==> config.mk <==
export PLATFORM = sky130hd
export DESIGN_NAME = snn_timestep_scheduler
export DESIGN_NICKNAME = d
export VERILOG_FILES = /design/src/rtl/snn_sched_pkg.sv /design/src/rtl/snn_spike_counter_bank.sv /design/src/rtl/snn_timestep_scheduler.sv
export SDC_FILE = /design/constraint.sdc
export NUM_CORES = 1
export LEC_CHECK = 0
export BUFFER_PORTS_ARGS = -buffer_cell sky130_fd_sc_hd__clkbuf_2
export CORE_MARGIN = 2
export CORE_UTILIZATION = 48
export CTS_CLUSTER_SIZE = 20
export DETAILED_ROUTE_END_ITERATION = 16
export MAX_ROUTING_LAYER = met4
export PLACE_DENSITY_LB_ADDON = 0.1
export RECOVER_POWER = 50
export SLEW_MARGIN = 20
export SYNTH_ARGS = -nofsm -noshare
export SYNTH_HDL_FRONTEND = slang
export SYNTH_SLANG_ARGS = --single-unit
==> constraint.sdc <==
create_clock -name clk -period 2.1 [get_ports clk]
set_input_delay 0.105 -clock clk [delete_from_list [all_inputs] [get_ports clk]]
set_output_delay 0.105 -clock clk [all_outputs]
set_load 0.02 [all_outputs]
==> src/rtl/snn_sched_pkg.sv <==
`default_nettype none
// ============================================================================
//  Module   : snn_sched_pkg
//  Purpose  : Shared types and default constants for the SNN timestep
//             scheduler and its optional spike-counter bank.
//  Contents : state_e        - scheduler state encoding
//             *_DEFAULT      - default values for N, M, SUB_STEPS, STEP_W
//             CNT_W/CNT_MAX  - width and ceiling of per-neuron spike counters
//  Revision : 1.0 - initial release
// ============================================================================
package snn_sched_pkg;

  localparam int N_DEFAULT         = 4;
  localparam int M_DEFAULT         = 8;
  localparam int SUB_STEPS_DEFAULT = 4;
  localparam int STEP_W_DEFAULT    = 8;

  // Per-neuron spike counters saturate instead of wrapping.
  localparam int               CNT_W   = 8;
  localparam logic [CNT_W-1:0] CNT_MAX = '1;
  localparam logic [CNT_W-1:0] CNT_ONE = CNT_W'(1);

  typedef enum logic [2:0] {
    IDLE   = 3'd0,
    FETCH  = 3'd1,
    INTEG  = 3'd2,
    DRAIN  = 3'd3,
    EMIT   = 3'd4,
    FINISH = 3'd5
  } state_e;

endpackage
`default_nettype wire

==> src/rtl/snn_spike_counter_bank.sv <==
`default_nettype none
// ============================================================================
//  Module   : snn_spike_counter_bank
//  Purpose  : N independent saturating spike counters, one per neuron.
//  Ports    : clk      - system clock
//             reset    - synchronous, active-low reset (clears all counters)
//             clear    - synchronous clear of all counters
//             inc_en   - qualifies an increment this cycle
//             inc_mask - per-neuron increment request (bit i -> counter i)
//             counts   - packed counter values, counter i at [i*CNT_W +: CNT_W]
//  Revision : 1.0 - initial release
// ============================================================================
module snn_spike_counter_bank
  import snn_sched_pkg::*;
#(
  parameter int N = N_DEFAULT
) (
  input  logic               clk,
  input  logic               reset,
  input  logic               clear,
  input  logic               inc_en,
  input  logic [N-1:0]       inc_mask,
  output logic [N*CNT_W-1:0] counts
);

  generate
    for (genvar g = 0; g < N; g++) begin : g_cnt
      logic [CNT_W-1:0] cnt_q;
      logic [CNT_W-1:0] cnt_d;

      // Clear wins; an increment at the ceiling is dropped (saturation).
      always_comb begin
        cnt_d = cnt_q;
        if (clear) begin
          cnt_d = '0;
        end else if (inc_en && inc_mask[g] && (cnt_q != CNT_MAX)) begin
          cnt_d = cnt_q + CNT_ONE;
        end
      end

      always_ff @(posedge clk) begin
        if (!reset) begin
          cnt_q <= '0;
        end else begin
          cnt_q <= cnt_d;
        end
      end

      assign counts[g*CNT_W +: CNT_W] = cnt_q;
    end
  endgenerate

endmodule
`default_nettype wire

==> src/rtl/snn_timestep_scheduler.sv <==
`default_nettype none
// ============================================================================
//  Module   : snn_timestep_scheduler
//  Purpose  : Sequences one SNN neuron layer through discrete timesteps.
//             Each timestep takes one input spike vector, enables the layer
//             for SUB_STEPS cycles (one delay-clock pulse on the first),
//             ORs the layer output spikes over those cycles plus one drain
//             cycle, and emits the result vector.
//  Ports    : clk, reset (sync, active-low)
//             start/stop/num_steps          - run control
//             in_valid/in_ready/in_spikes   - input spike vector handshake
//             layer_enable/layer_delay_clk/layer_input_spikes - to the layer
//             layer_output_spikes           - from the layer
//             out_valid/out_ready/out_spikes/out_step - result handshake
//             busy, done                    - status
//             spike_counts                  - per-neuron saturating counts
//                                             (only with the macro below)
//  Options  : SNN_SCHED_SPIKE_COUNT_EN adds spike_counts and the counter bank.
//  Revision : 1.0 - initial release
// ============================================================================
module snn_timestep_scheduler
  import snn_sched_pkg::*;
#(
  parameter int N         = N_DEFAULT,
  parameter int M         = M_DEFAULT,
  parameter int SUB_STEPS = SUB_STEPS_DEFAULT,
  parameter int STEP_W    = STEP_W_DEFAULT
) (
  input  logic              clk,
  input  logic              reset,
  input  logic              start,
  input  logic              stop,
  input  logic [STEP_W-1:0] num_steps,
  input  logic              in_valid,
  output logic              in_ready,
  input  logic [M-1:0]      in_spikes,
  output logic              layer_enable,
  output logic              layer_delay_clk,
  output logic [M-1:0]      layer_input_spikes,
  input  logic [N-1:0]      layer_output_spikes,
  output logic              out_valid,
  input  logic              out_ready,
  output logic [N-1:0]      out_spikes,
  output logic [STEP_W-1:0] out_step,
  output logic              busy,
  output logic              done
`ifdef SNN_SCHED_SPIKE_COUNT_EN
  ,
  output logic [N*CNT_W-1:0] spike_counts
`endif
);

  localparam int                SUB_W    = (SUB_STEPS > 1) ? $clog2(SUB_STEPS) : 1;
  localparam logic [SUB_W-1:0]  SUB_LAST = SUB_W'(SUB_STEPS - 1);
  localparam logic [SUB_W-1:0]  SUB_ONE  = SUB_W'(1);
  localparam logic [STEP_W-1:0] STEP_ONE = STEP_W'(1);

  state_e              state_q, state_d;
  logic [STEP_W-1:0]   step_cnt_q, step_cnt_d;
  logic [STEP_W-1:0]   num_steps_q, num_steps_d;
  logic [SUB_W-1:0]    sub_cnt_q, sub_cnt_d;
  logic [N-1:0]        spike_acc_q, spike_acc_d;
  logic [M-1:0]        in_vec_q, in_vec_d;
  logic                stop_req_q, stop_req_d;

  // Registered outputs, decoded from the next state.
  logic                in_ready_q, in_ready_d;
  logic                layer_enable_q, layer_enable_d;
  logic                layer_delay_clk_q, layer_delay_clk_d;
  logic [M-1:0]        layer_input_spikes_q, layer_input_spikes_d;
  logic                out_valid_q, out_valid_d;
  logic [N-1:0]        out_spikes_q, out_spikes_d;
  logic [STEP_W-1:0]   out_step_q, out_step_d;
  logic                busy_q, busy_d;
  logic                done_q, done_d;

  logic                in_fire;
  logic                out_fire;
  logic                last_step;

  assign in_fire   = (state_q == FETCH) && in_valid && in_ready_q;
  assign out_fire  = (state_q == EMIT) && out_valid_q && out_ready;
  // num_steps == 0 means free-run: no step is ever the last one.
  assign last_step = (num_steps_q != '0) && (step_cnt_q == (num_steps_q - STEP_ONE));

  // --------------------------------------------------------------------------
  // State register and datapath flops
  // --------------------------------------------------------------------------
  always_ff @(posedge clk) begin
    if (!reset) begin
      state_q              <= IDLE;
      step_cnt_q           <= '0;
      num_steps_q          <= '0;
      sub_cnt_q            <= '0;
      spike_acc_q          <= '0;
      in_vec_q             <= '0;
      stop_req_q           <= 1'b0;
      in_ready_q           <= 1'b0;
      layer_enable_q       <= 1'b0;
      layer_delay_clk_q    <= 1'b0;
      layer_input_spikes_q <= '0;
      out_valid_q          <= 1'b0;
      out_spikes_q         <= '0;
      out_step_q           <= '0;
      busy_q               <= 1'b0;
      done_q               <= 1'b0;
    end else begin
      state_q              <= state_d;
      step_cnt_q           <= step_cnt_d;
      num_steps_q          <= num_steps_d;
      sub_cnt_q            <= sub_cnt_d;
      spike_acc_q          <= spike_acc_d;
      in_vec_q             <= in_vec_d;
      stop_req_q           <= stop_req_d;
      in_ready_q           <= in_ready_d;
      layer_enable_q       <= layer_enable_d;
      layer_delay_clk_q    <= layer_delay_clk_d;
      layer_input_spikes_q <= layer_input_spikes_d;
      out_valid_q          <= out_valid_d;
      out_spikes_q         <= out_spikes_d;
      out_step_q           <= out_step_d;
      busy_q               <= busy_d;
      done_q               <= done_d;
    end
  end

  // --------------------------------------------------------------------------
  // Next-state logic
  // --------------------------------------------------------------------------
  always_comb begin
    state_d = state_q;
    case (state_q)
      IDLE: begin
        if (start) state_d = FETCH;
      end
      FETCH: begin
        // An arriving vector takes priority over a pending stop.
        if (in_fire)                  state_d = INTEG;
        else if (stop_req_q || stop)  state_d = FINISH;
      end
      INTEG: begin
        if (sub_cnt_q == SUB_LAST) state_d = DRAIN;
      end
      DRAIN: begin
        state_d = EMIT;
      end
      EMIT: begin
        if (out_fire) begin
          if (stop_req_q || last_step) state_d = FINISH;
          else                         state_d = FETCH;
        end
      end
      FINISH: begin
        state_d = IDLE;
      end
      default: begin
        state_d = IDLE;
      end
    endcase
  end

  // --------------------------------------------------------------------------
  // Datapath: counters, accumulator, latched input vector, stop request
  // --------------------------------------------------------------------------
  always_comb begin
    step_cnt_d  = step_cnt_q;
    num_steps_d = num_steps_q;
    sub_cnt_d   = sub_cnt_q;
    spike_acc_d = spike_acc_q;
    in_vec_d    = in_vec_q;
    // stop is only remembered inside a run; IDLE always leaves it clear.
    stop_req_d  = (state_q == IDLE) ? 1'b0 : (stop_req_q | stop);

    case (state_q)
      IDLE: begin
        if (start) begin
          step_cnt_d  = '0;
          num_steps_d = num_steps;
        end
      end
      FETCH: begin
        if (in_fire) begin
          in_vec_d    = in_spikes;
          spike_acc_d = '0;
          sub_cnt_d   = '0;
        end
      end
      INTEG: begin
        spike_acc_d = spike_acc_q | layer_output_spikes;
        if (sub_cnt_q != SUB_LAST) sub_cnt_d = sub_cnt_q + SUB_ONE;
      end
      DRAIN: begin
        // The layer output is registered, so the last enabled cycle's
        // spikes only show up here.
        spike_acc_d = spike_acc_q | layer_output_spikes;
      end
      EMIT: begin
        // Free-run relies on the natural wrap of step_cnt.
        if (out_fire && !(stop_req_q || last_step)) step_cnt_d = step_cnt_q + STEP_ONE;
      end
      default: begin
      end
    endcase
  end

  // --------------------------------------------------------------------------
  // Output decode (registered one cycle later so every output is a flop)
  // --------------------------------------------------------------------------
  always_comb begin
    in_ready_d           = (state_d == FETCH);
    busy_d               = (state_d != IDLE);
    layer_enable_d       = (state_d == INTEG);
    layer_delay_clk_d    = (state_d == INTEG) && (state_q != INTEG);
    layer_input_spikes_d = (state_d == INTEG) ? in_vec_d : '0;
    out_valid_d          = (state_d == EMIT);
    out_spikes_d         = (state_d == EMIT) ? spike_acc_d : '0;
    out_step_d           = (state_d == EMIT) ? step_cnt_d : '0;
    done_d               = (state_d == FINISH);
  end

  assign in_ready           = in_ready_q;
  assign layer_enable       = layer_enable_q;
  assign layer_delay_clk    = layer_delay_clk_q;
  assign layer_input_spikes = layer_input_spikes_q;
  assign out_valid          = out_valid_q;
  assign out_spikes         = out_spikes_q;
  assign out_step           = out_step_q;
  assign busy               = busy_q;
  assign done               = done_q;

`ifdef SNN_SCHED_SPIKE_COUNT_EN
  logic cnt_clear;

  assign cnt_clear = (state_q == IDLE) && start;

  snn_spike_counter_bank #(
    .N (N)
  ) u_counter_bank (
    .clk      (clk),
    .reset    (reset),
    .clear    (cnt_clear),
    .inc_en   (out_fire),
    .inc_mask (out_spikes_q),
    .counts   (spike_counts)
  );
`endif

endmodule
`default_nettype wire

# Word level (Yosys, flattened, before mapping)
# Cells that the tools add are included.
[op_classes] add_sub_neg=3 n_eq_ne=14 muxes=17 bitwise_logic=3 n_reduce_logical=20
[op_table] operator="$mux W8" n=4
[op_table] operator="$mux W3" n=6
[op_table] operator="$pmux W8 S2" n=1
[op_table] operator="$pmux W3 S5" n=1
[op_table] operator="$eq A3 B2 Y1 const B" n=3
[op_table] operator="$eq A3 B3 Y1 const B" n=3
[op_table] operator="$add A8 B1 Y8 const B" n=1
[op_table] operator="$eq A8 B8 Y1" n=1
[op_table] operator="$pmux W4 S2" n=1
[op_table] operator="$reduce_bool A8 Y1" n=1
[op_table] operator="$sub A8 B1 Y8 const B" n=1
[op_table] operator="$logic_and A1 B1 Y1" n=7
[op_table] operator="$eq A3 B1 Y1 const B" n=2
[op_table] operator="$ne A2 B2 Y1 const B" n=3
[op_table] operator="$reduce_and A2 Y1" n=3
[op_table] operator="$mux W2" n=2
[op_table] operator="$mux W4" n=1
[op_table] operator="$or A4 B4 Y4" n=1
[op_table] operator="$pmux W2 S2" n=1
[op_table] operator="$reduce_or A2 Y1" n=2
[op_table] operator="$logic_not A3 Y1" n=1
[op_table] operator="$ne A3 B2 Y1 const B" n=1
[op_table] operator="$reduce_and A3 Y1" n=1
[op_table] operator="$reduce_bool A3 Y1" n=1
[op_table] operator="7 further kinds" n=8
[word_totals] reg_bits=60 out_inout_bits=26

# Depth between registers and ports, before layout
[logic_depth] word_depth=9 mapped_depth=10 ltp_nobuf=8

# Least setup slack after synthesis
# OpenSTA, ideal clock, no wires.
[synth_path] path_kind="register -> register" from="reg num_steps_q[0]" to="reg step_cnt_q[1]" setup_ns=0.132 t_arrival_ns=2.120 setup_slack_ns=-0.152 stages_incl_launch_ff=11 n_path_buf=2 cell_sequence="dfxtp_1 > buf_6 > inv_1 > ha_1 > nor3b_1 > a41o_1 > o221ai_1 > a221oi_4 > buf_6 > a2bb2oi_1 > a21oi_1"
[synth_via] elab_chain_len=8 word_cells_on_any_way=9
[synth_rtl] element="start: declaration" line_no="snn_timestep_scheduler.sv:60" rtl="logic [STEP_W-1:0] num_steps_q, num_steps_d;"
[synth_rtl] element="start signal: assignment" line_no="snn_timestep_scheduler.sv:110" rtl="num_steps_q <= num_steps_d;"
[synth_rtl] element="$sub A8 B1 Y8" line_no="snn_timestep_scheduler.sv:84" rtl="assign last_step = (num_steps_q != '0) && (step_cnt_q == (num_steps_q - STEP_ONE));"
[synth_rtl] element="$eq A8 B8 Y1" line_no="snn_timestep_scheduler.sv:84"
[synth_rtl] element="$logic_and A1 B1 Y1 *" line_no="snn_timestep_scheduler.sv:84"
[synth_rtl] element="$logic_or A1 B1 Y1 *" line_no="snn_timestep_scheduler.sv:199" rtl="if (out_fire && !(stop_req_q || last_step)) step_cnt_d = step_cnt_q + STEP_ONE;"
[synth_rtl] element="$logic_not A1 Y1 *" line_no="snn_timestep_scheduler.sv:199"
[synth_rtl] element="$logic_and A1 B1 Y1 *" line_no="snn_timestep_scheduler.sv:199"
[synth_rtl] element="$mux W8 *" line_no="snn_timestep_scheduler.sv:199"
[synth_rtl] element="$pmux W8 S2 *" line_no="snn_timestep_scheduler.sv:174" rtl="case (state_q)"
[synth_rtl] element="end signal: assignment" line_no="snn_timestep_scheduler.sv:109" rtl="step_cnt_q <= step_cnt_d;"
[synth_rtl] element="end: declaration" line_no="snn_timestep_scheduler.sv:59" rtl="logic [STEP_W-1:0] step_cnt_q, step_cnt_d;"
# Mark *: on every way between the ends. The rest lies on a longest branch, timed or not.
# A chain may end at the register's enable or synchronous reset.

# Final worst setup path
[layout_path] from="reg num_steps_q[1]" to="reg step_cnt_q[0]"
# Same word-level chain as after synthesis.

==> qor_table.md <==
| Quantity | Value |
| --- | --- |
| Wire length of the first global-routing pass | 9710 um |
| Post-Synth XOR/XNOR Area | 2.11% |
| IO Port Bufs | 51 |
| Crit path max fanout | 8 |
| Fraction of synthesis flops using an asynchronous set or reset pin | 0% |
| Die outline area | 5790 um2 |
| Final worst-path cycle share | 102% |
| Slew @ Worst Pin | 0.465 ns |
| Slew Limit Fails | 0 |
| Post-synth EDFFs | 0 |
| Worst Path Buf+Inv | 2 |
| Final critical-path required period | 2.13 ns |
| Sequential-to-total area share from yosys stat | 48.2% |
| Count of final setup violators | 5 |
| Class of the worst hold path | in2reg |
| Total length of routed wires | 5870 um |
| Worst reg2reg setup slack | -0.03 ns |
| Synth cell types | 49 |
| Compound-cell area share of the yosys netlist | 18.8% |
| Startpoint class of the critical path | flop |
| Hold Path Depth | 3 |
| Crit Reg-Reg Endpoint | step_cnt_q[0]$_SDFF_PN0_ |
| Antenna violations before repair | 0 |
| Portion of netlist area occupied by mux cells | 3.21% |
| Met2 layer wire length in the routed design | 2840 um |
| Clock tree skew after final layout | 0.0161 ns |
| Via density per instance | 5.22 |
| Top layer reached by signal wires | met4 |
| Vias | 2,293 |
| Post-layout worst setup margin | -0.0329 ns |
| Maximum number of pins on one net before global-route repair | 22 |
| Number of inserted filler cells in the final layout | 458 |
| Die Ht | 76.1 um |
| Maximum clock path buffer count | 2 |
| Yosys top cell area share | 48.2% |
| Non-Filler Cell Area, Final | 3330 um2 |
| Final routed wire length divided by cell count | 13.4 um |
| Clock sink count | 60 |
| Adder and majority cell fraction of the synthesized area | 1.51% |
| Total placed cells including tap cells | 412 |
| Clock Root Buffer | sky130_fd_sc_hd__clkbuf_8 |
| Crit-path max cell delay | 0.52 ns |
| Final hold violations | 0 |
| Placeable core region | 5070 um2 |
| I/O pin total | 52 |
| Cts bufs inserted | 9 |
| Arrival time of data at the critical path endpoint | 2.38 ns |
| Synthesized instance count | 283 |
| Area grow syn2layout | 33.4% |
| Unrepaired setup endpoints after global routing | true |
| Result of the run | finished, violations left |
| Slowest library cell on the worst path | sky130_fd_sc_hd__or4_4 |
| Post-route total power | 2.55 mW |
| Remaining global-route overflow | 0 |
| Reg2Reg Depth | 8 |
| Crit Path Class | reg2reg |
| Largest family of logic cells by synthesized area | simple AND/OR/NAND/NOR gates |
| Required arrival time at the worst endpoint | 2.35 ns |
| Gr usage total | 21.1% |
| Initial standard-cell utilization of the core | 49.1% |
| R2R Path Start | num_steps_q[1]$_SDFFE_PN0P_ |
| Site Rows | 26 |
| End-of-flow core utilization | 65.5% |
| Worst vdd ir | 0.000883 V |
| Post-layout nets | 394 |
| Detailed-route wire length on metal 1 | 2720 um |
| Number of DRC markers in iteration 0 | 142 |
| Cell types with the largest area share after synthesis | sky130_fd_sc_hd__dfxtp_1 48%, sky130_fd_sc_hd__nor2_1 6.3%, sky130_fd_sc_hd__a21oi_1 6.2% |
| Number of violations of the max-capacitance limit | 0 |
| Most frequent cells after synthesis | 60 x sky130_fd_sc_hd__dfxtp_1, 42 x sky130_fd_sc_hd__nor2_1, 31 x sky130_fd_sc_hd__a21oi_1 |
| Total iterations of the first detailed-routing run | 4 |
| Number of diodes added for antenna fixing | 0 |
| Routed Antenna Nets | 0 |
| Terminating pin of the worst hold path | out_spikes[1]$_SDFF_PN0_ |
| Post-Synth Simple-Gate Area | 22.0% |
| Wire length on met3 | 205 um |
| Mean Syn Cell Area | 8.81 um2 |
| Cell type contributing the most total cell area after synthesis | sky130_fd_sc_hd__dfxtp_1 |
| Post-Synthesis Net Count | 312 |
| Cell area after placement | 2950 um2 |
| Synth Cell Area | 2490 um2 |
| Dpl ws | -0.129 ns |
| Number of synthesized register bits | 60 |
| Type of element capturing the critical path | flop |
| Routability congestion estimate | 0.834 |
| Via count of the first global-routing pass | 2,226 |
| Cell family with the largest share of critical-path delay | compound AO/OA/AOI/OAI gates |
| Critical-path cell list | buf_6 -> or4_4 -> a31oi_4 -> o31ai_4 -> a221oi_4 -> buf_6 -> o22ai_2 -> a221oi_2 |
| Clock transition at path regs | 0.06 ns |
| CTS tree | done |
| Warnings, synthesis | 0 |
| Remaining DRCs | 0 |
| Leakage power figure | 1.31 nW |
| Fin Setup TNS | -0.0451 ns |
| Maximum level of the CTS H-tree | 3 |
| Max_slew headroom | 68.9% |
| Areal power density over the cells | 766 nW/um2 |
| Most common flop cell mapped by yosys | sky130_fd_sc_hd__dfxtp_1 |
| Count of placed standard cells in the final layout, fillers left out | 439 |
| Worst min-delay path startpoint | layer_output_spikes[1] |
| Width of the die | 76.1 um |
| Most numerous cell in the Yosys netlist | sky130_fd_sc_hd__dfxtp_1 |
| Final hold slack | 0.0176 ns |
| Placed wire-length estimate | 4090 um |
| Violated checks | setup timing |
| Clk_lat worst skew | 0.34 ns |
| Maximum frequency from static timing analysis | 0.469 GHz |
| CP dominant cell by count | sky130_fd_sc_hd__buf_6 |
| Share of layout cells above drive strength 1 | 24.7% |
==> placed cells by master, fill, tap and decap left out, drive strengths merged, types with 4 or more instances in the layout <==
| master | instances |
|---|---|
| clkbuf | 62 |
| dfxtp | 60 |
| nor2 | 42 |
| a21oi | 31 |
| nand2 | 27 |
| buf | 24 |
| inv | 10 |
| and3 | 9 |
| mux2i | 8 |
| o211ai | 8 |
| dlygate4sd3 | 8 |
| o21ai | 6 |
| nand3 | 5 |
| nand4 | 4 |
| nor2b | 4 |
| nand2b | 4 |
| nor3 | 4 |
==> routing by layer <==
layer,track usage (%),up-vias
met5,-,-
met4,8.73,0
met3,4.38,11
met2,34.7,45
met1,25.4,1077
li1,-,1160
==> tightest hold or removal path: cells and delay by family <==
kind,cells,cell delay [ns]
buf+inv,1,0.08
simple gates,1,0.07
compound gates,1,0.06
==> cell families (layout without fill, tap and decap cells) <==
kind of cell / count (synthesis) / after routing
DFF: 60 / 60
muxes: 8 / 8
AOI/OAI and AO/OA: 69 / 69
adders and majority gates: 3 / 3
buffers and inverters: 23 / 109
and+or+nand+nor: 114 / 114
xor gates and xnor gates: 6 / 6
==> timing repair <==
item | 4_1_cts | 5_1_grt
hold endpoints to repair | 8 | 0
setup buffers | 2 | 2
setup endpoints to repair | 12 | 20
resized for setup | 11 | 15
pin swaps | 4 | 15
hold buffers | 8 | 0
==> state kept, by name, summed over array words and instances, names as in the netlist <==
register and flops:
stop_req_q 1, num_steps_q 8, layer_delay_clk 1, in_ready 1, layer_input_spikes 8, sub_cnt_q 2, spike_acc_q 4, step_cnt_q 8
state_q 3, layer_enable 1, out_spikes 4, done 1, busy 1, out_valid 1, in_vec_q 8, out_step 8
==> power breakdown <==
| part | total, mW | internal [mW] | switching [mW] |
|---|---|---|---|
| Clock | 1.01 | 0.567 | 0.439 |
| Combinational | 0.331 | 0.154 | 0.177 |
| Sequential | 1.21 | 1.17 | 0.0401 |
| Total | 2.55 | 1.89 | 0.656 |
==> how the worst max path moves through the flow <==
stage	startpoint	endpoint	slack (ns)	cells after the start
floorplan	num_steps_q[0]$_SDFFE_PN0P_	step_cnt_q[0]$_SDFF_PN0_	0.005	10
finish	num_steps_q[1]$_SDFFE_PN0P_	step_cnt_q[0]$_SDFF_PN0_	-0.03	8
detailed placement	num_steps_q[0]$_SDFFE_PN0P_	out_step[3]$_SDFF_PN0_	-0.13	9
CTS	num_steps_q[0]$_SDFFE_PN0P_	out_step[3]$_SDFF_PN0_	-0.02	9
global placement	num_steps_q[0]$_SDFFE_PN0P_	out_step[3]$_SDFF_PN0_	-0.04	9
global route	num_steps_q[1]$_SDFFE_PN0P_	step_cnt_q[0]$_SDFF_PN0_	-0.14	8
==> cell type report <==
cell class	instances	area [um2]	area share (%)
multi-input combinational	200	1310	39.3
clock buffer	10	138	4.14
tap	70	87.6	2.63
timing repair buffer	84	498	15.0
inverter	10	37.5	1.13
sequential	60	1200	36.2
clock inverter	5	52.6	1.58
Power figures use the tool's default switching activity.
